**src/rtl/de_whitening.sv**
```systemverilog
// PN9 de-whitening receiver: unmasks incoming bytes and serialises them
// LSB first, routing payload bits to fifo_out and trailing CRC bits to CRC_out.
module de_whitening #(
    parameter int CRC_BYTES = 2
) (
    input  logic       clk,
    input  logic       rst_n,
    input  logic       start,
    input  logic       abort,
    input  logic [7:0] payload_len,
    input  logic [7:0] data_in,
    input  logic       data_in_valid,
    output logic       data_in_ready,
    output logic       fifo_out,
    output logic       fifo_out_valid,
    output logic       CRC_out,
    output logic       CRC_out_valid,
    output logic       busy,
    output logic       frame_done
);

    typedef enum logic [1:0] {
        IDLE,
        LOAD,
        SHIFT,
        DONE
    } state_t;

    localparam logic [8:0] SEED  = 9'h1FF;
    localparam logic [8:0] CRC_W = 9'(CRC_BYTES);

    state_t     state;
    state_t     state_nxt;
    logic [8:0] lfsr;
    logic [7:0] len_q;
    logic [8:0] byte_cnt;
    logic [2:0] bit_cnt;
    logic [7:0] shreg;

    logic [8:0] frame_bytes;
    logic       last_bit;
    logic       last_byte;
    logic       in_payload;

    // Eight PN9 steps, applied in the same cycle a byte is taken.
    function automatic logic [8:0] pn9_adv8(input logic [8:0] s);
        logic [8:0] r;
        r = s;
        for (int i = 0; i < 8; i++) begin
            r = {r[0] ^ r[5], r[8:1]};
        end
        return r;
    endfunction

    assign frame_bytes = {1'b0, len_q} + CRC_W;
    assign last_bit    = (bit_cnt == 3'd7);
    assign last_byte   = ((byte_cnt + 9'd1) == frame_bytes);
    assign in_payload  = (byte_cnt < {1'b0, len_q});

    // State register; abort overrides every transition.
    always_ff @(posedge clk) begin
        if (!rst_n) begin
            state <= IDLE;
        end else begin
            state <= state_nxt;
        end
    end

    // Next-state selection.
    always_comb begin
        state_nxt = state;
        if (abort) begin
            state_nxt = IDLE;
        end else begin
            unique case (state)
                IDLE:    if (start) state_nxt = LOAD;
                LOAD:    if (data_in_valid) state_nxt = SHIFT;
                SHIFT: begin
                    if (last_bit) begin
                        state_nxt = last_byte ? DONE : LOAD;
                    end
                end
                DONE:    state_nxt = IDLE;
                default: state_nxt = IDLE;
            endcase
        end
    end

    // Datapath: length latch, PN9 mask, shift register and counters.
    always_ff @(posedge clk) begin
        if (!rst_n) begin
            lfsr     <= SEED;
            len_q    <= '0;
            byte_cnt <= '0;
            bit_cnt  <= '0;
            shreg    <= '0;
        end else if (abort) begin
            lfsr  <= SEED;
            shreg <= '0;
        end else begin
            unique case (state)
                IDLE: begin
                    if (start) begin
                        len_q    <= payload_len;
                        lfsr     <= SEED;
                        byte_cnt <= '0;
                        bit_cnt  <= '0;
                    end
                end
                LOAD: begin
                    if (data_in_valid) begin
                        shreg   <= data_in ^ lfsr[7:0];
                        lfsr    <= pn9_adv8(lfsr);
                        bit_cnt <= '0;
                    end
                end
                SHIFT: begin
                    shreg   <= {1'b0, shreg[7:1]};
                    bit_cnt <= bit_cnt + 3'd1;
                    if (last_bit) begin
                        byte_cnt <= byte_cnt + 9'd1;
                    end
                end
                default: ;
            endcase
        end
    end

    // Moore outputs decoded from the current state.
    always_comb begin
        data_in_ready  = 1'b0;
        fifo_out       = 1'b0;
        fifo_out_valid = 1'b0;
        CRC_out        = 1'b0;
        CRC_out_valid  = 1'b0;
        frame_done     = 1'b0;
        busy           = (state != IDLE);
        unique case (state)
            IDLE: ;
            LOAD: data_in_ready = 1'b1;
            SHIFT: begin
                if (in_payload) begin
                    fifo_out       = shreg[0];
                    fifo_out_valid = 1'b1;
                end else begin
                    CRC_out        = shreg[0];
                    CRC_out_valid  = 1'b1;
                end
            end
            DONE: frame_done = 1'b1;
            default: ;
        endcase
    end

endmodule

```
**config.mk**
```make
export PLATFORM = sky130hd
export DESIGN_NAME = de_whitening
export DESIGN_NICKNAME = d
export VERILOG_FILES = /design/src/rtl/de_whitening.sv
export SDC_FILE = /design/constraint.sdc
export NUM_CORES = 1
export LEC_CHECK = 0
export BUFFER_PORTS_ARGS = -buffer_cell sky130_fd_sc_hd__buf_4
export CAP_MARGIN = 20
export CORE_MARGIN = 2
export CORE_UTILIZATION = 25
export DETAILED_ROUTE_END_ITERATION = 8
export GPL_ROUTABILITY_DRIVEN = 0
export PLACE_DENSITY = 0.51
export SLEW_MARGIN = 5
export SYNTH_ARGS = -nofsm -noshare
export SYNTH_HDL_FRONTEND = slang
export SYNTH_SLANG_ARGS = --single-unit
```
**constraint.sdc**
```tcl
create_clock -name clk -period 5.4 [get_ports clk]
set_input_delay 1.08 -clock clk [delete_from_list [all_inputs] [get_ports clk]]
set_output_delay 1.08 -clock clk [all_outputs]
set_load 0.005 [all_outputs]
```
==> metrics list <==
- Buffers added to address setup during post-CTS repair amount to 0.
* Share of Yosys cell area claimed by the top area cell type: between 30% and 40%
* Final layout net count: approximately 340
* Initial Util: around 26%
- In this run the tool buffered the top-level ports with 27 buffer cells.
- Total wire length after detailed routing: 5293 µm
- Final routed DRC violation total: 0
* Via count: 1977
- Biggest area contributors in the synthesized netlist: sky130_fd_sc_hd__dfxtp_1 33%, sky130_fd_sc_hd__xnor2_1 10%, sky130_fd_sc_hd__ha_1 6.4%
- Worst setup path start: len_q[1]
- Counting instances, the worst hold path has a depth of 2.
- Met2 WL post-DR: 2615 µm
* DP Cell Count: 413
* TritonCTS clock tree: built
- Leftover overflow at the end of global routing: 0
- In this run the remaining antenna-violating nets after routing total 0.
* Reg-to-reg startpoint: state[0]
- Area occupied by registers: roughly 800 µm²
* Critical path data required time: 4.32 ns
- Finished Layout Cells: around 420
- The die covers roughly 10000 µm².
- Clock latency reported for the late side of the worst-skew pair: ~0.30 ns
* Reg clk slew, reported paths: roughly 0.08 ns
- Worst IR drop on VDD: around 0.00013 V
- The clock drives 39 sinks.
* Gate Count Post-Synth: 290
- Final setup vio count: 0
- The first global-routing pass estimated slightly above 9000 µm of wire.
- Of the cells placed in the final design, the portion with a size suffix greater than 1 is between 10 and 15%.
* Sink of the worst hold path: bit_cnt[1]
- In this run the number of H-tree levels came out at 2.
- Adding up every negative setup slack in the final design gives 0 ns.
- Net count after synthesis: around 320
- Detailed-route wire length per cell: 12.57 µm
- After floorplanning, the core was sized to cover roughly 9200 µm².
- Most area-hungry cell type in the Yosys netlist: sky130_fd_sc_hd__dfxtp_1
- Via count of the first global-routing pass: 1927
* Status: finished, final reports clean
- Number of synthesis warnings: 0
- Fillers: 993
- Max-cap violations in this run came to 0.
* Setup Skew: between 0.01 and 0.015 ns
- The initial antenna violation count came to 0.
* Critical path fanouts, max: 7
- Before antenna repair, the detailed router went through 4 iterations.
- ANT cells: 0
* Hold_buf cts: 0
- Power per cell area: approximately 210 nW/µm²
- Area taken by multi-input logic gates: approximately 1500 µm²
* Hold_sp: bit_cnt[1]
- Yosys mapped the design onto 43 distinct sky130hd cell types.
* Final worst path period share: 64.10%
- Chip Height: 100.9 µm
- Site row count: 35
- After layout, the minimum clock period comes to 3.461 ns.
* CTS buffer count: 5
* Kind of start point of the critical path: flop
* Endpoint kind of the worst setup timing path: output port
* Average cell area after synthesis: approximately 8.1 µm²
- At the pin with the least slew margin, the transition time is around 0.96 ns.
- In the final routing, the length of wire on met1 measures approximately 2500 µm.
- Measured in cells, the most critical reg-to-reg path has a length of 5.
- Hold Violations, Final: 0
* Prevailing post-synth register cell: sky130_fd_sc_hd__dfxtp_1
- EDFF count, synth: 0
* Unrepaired setup endpoints after global routing: false
- Hold Crit Class: flop to flop
- Global routing used between 10% and 20% of the available tracks.
- Register bit count reported by yosys: 39
* Clock buffer depth: 2
- Static Leakage: 0.9781 nW
* F_max: roughly 290 MHz
* Pins over their slew limit: 0
- Largest net degree at the start of global routing: 23
- During I/O placement, the number of pins put on the boundary was 28.
- Worst reg2reg path endpoint: bit_cnt[2]
- Summed over all nets, the half-perimeter wirelength after detailed placement is ~4100 µm.
- Cell types with the highest counts after synthesis: 39 x sky130_fd_sc_hd__dfxtp_1, 39 x sky130_fd_sc_hd__nand2_1, 28 x sky130_fd_sc_hd__xnor2_1
* Die width: 100.9 µm
- Rel. slew slack: a little over a third
- By startpoint and endpoint, the worst setup path is classified as flop to output port.
* Signed area change from the synthesized netlist to the final layout: 15.47%
- Max Used Layer: met4
- Arrival time reported for the critical path endpoint: 2.38 ns
- Async SR Flop Fraction: 0%
* Per-cell via count in the routed design: ~4.7
- The first routing iteration left 41 violations.
* Synthesized area: 2346 µm²
* Clock root buffer master: sky130_fd_sc_hd__clkbuf_8
* Wire length on met3: 114 µm
- # resized after CTS: 0
* Flop2flop setup slack: between 3 and 4 ns
- The share of the Yosys chip area taken by registers is around 33%.
-- report_power, final --
group	internal, mW	switching, mW
clock	0.0925	0.117
sequential	0.292	0.00576
combinational	0.0308	0.0331
total	0.415	0.156
-- metrics by stage --
stage	total power [mW]	util (%)	hold slack [ns]	setup WS [ns]	area (µm²)
6_report	0.5706	29.60	0.4696	1.939	2709
5_1_grt	0.6002	29.60	0.5014	1.757	2709
4_1_cts	0.5798	29.60	0.4751	1.929	2709
3_5_place_dp	0.3689	28.59	0.4631	2.268	2616
3_3_place_gp	0.3684	28.59	0.4556	2.302	2616
2_1_floorplan	0.3457	-	0.4436	2.533	2346
-- how the worst max path moves through the flow --
stage,to,slack [ns],cells after the start
6_report,fifo_out,1.94,9
3_3_place_gp,fifo_out,2.30,9
3_5_place_dp,fifo_out,2.27,9
2_1_floorplan,fifo_out,2.53,8
5_1_grt,fifo_out,1.76,9
4_1_cts,fifo_out,1.93,9
-- layout by cell type (no fill, tap or decap), types with 3 or more instances in the layout --
| cell type | count |
|---|---|
| sky130_fd_sc_hd__a21boi_0 | 9 |
| sky130_fd_sc_hd__a21o_1 | 4 |
| sky130_fd_sc_hd__a21oi_1 | 14 |
| sky130_fd_sc_hd__a221oi_1 | 7 |
| sky130_fd_sc_hd__a22oi_1 | 3 |
| sky130_fd_sc_hd__and2_1 | 5 |
| sky130_fd_sc_hd__and3_1 | 3 |
| sky130_fd_sc_hd__buf_4 | 27 |
| sky130_fd_sc_hd__clkbuf_8 | 5 |
| sky130_fd_sc_hd__dfxtp_1 | 39 |
| sky130_fd_sc_hd__ha_1 | 12 |
| sky130_fd_sc_hd__inv_1 | 8 |
| sky130_fd_sc_hd__nand2_1 | 39 |
| sky130_fd_sc_hd__nand2b_1 | 4 |
| sky130_fd_sc_hd__nand3_1 | 15 |
| sky130_fd_sc_hd__nor2_1 | 22 |
| sky130_fd_sc_hd__nor2b_1 | 9 |
| sky130_fd_sc_hd__nor3_1 | 5 |
| sky130_fd_sc_hd__o21a_1 | 4 |
| sky130_fd_sc_hd__o21ai_0 | 14 |
| sky130_fd_sc_hd__xnor2_1 | 28 |
| sky130_fd_sc_hd__xor2_1 | 7 |
-- worst max-delay path: stages, from the launching register on --
cell                        delay (ns)
sky130_fd_sc_hd__dfxtp_1          0.47
sky130_fd_sc_hd__inv_1            0.08
sky130_fd_sc_hd__ha_1             0.28
sky130_fd_sc_hd__nor2b_1          0.13
sky130_fd_sc_hd__o21a_1           0.16
sky130_fd_sc_hd__o21a_1           0.16
sky130_fd_sc_hd__o21a_1           0.16
sky130_fd_sc_hd__o2111ai_1        0.31
sky130_fd_sc_hd__and4_1           0.23
sky130_fd_sc_hd__buf_4            0.11
-- cell families (layout without fill, tap and decap cells) --
kind of cell / count (synthesis) / in the layout / synth area share, %
multiplexers: 1 / 1 / 0.4267
flip-flops: 39 / 39 / 33.28
XOR/XNOR: 35 / 35 / 13.07
AO/OA/AOI/OAI: 63 / 63 / 17.55
AND/OR/NAND/NOR: 117 / 117 / 24.96
adder cells (fa/ha/maj): 12 / 12 / 6.400
buffers and inverters: 23 / 43 / 4.320
-- layout make-up --
type,instances,share of cell area [%]
Clock buffer,5,2.540
Sequential cell,39,28.82
Multi-Input combinational cell,228,54.04
Timing Repair Buffer,27,7.483
Inverter,8,1.109
Clock inverter,3,0.8776
Tap cell,111,5.127
-- layer usage --
| layer | GRT usage [%] | vias to the layer above |
|---|---|---|
| li1 | - | 1031 |
| met1 | 13.83 | 926 |
| met2 | 19.74 | 16 |
| met3 | 2.358 | 4 |
| met4 | 2.845 | 0 |
| met5 | 0 | - |
-- state kept, by name, indices dropped and copies added, names as in the netlist --
name and count:
bit_cnt 3, byte_cnt 9, len_q 8, lfsr 9
shreg 8, state 2
(Power assumes the default switching activity.)
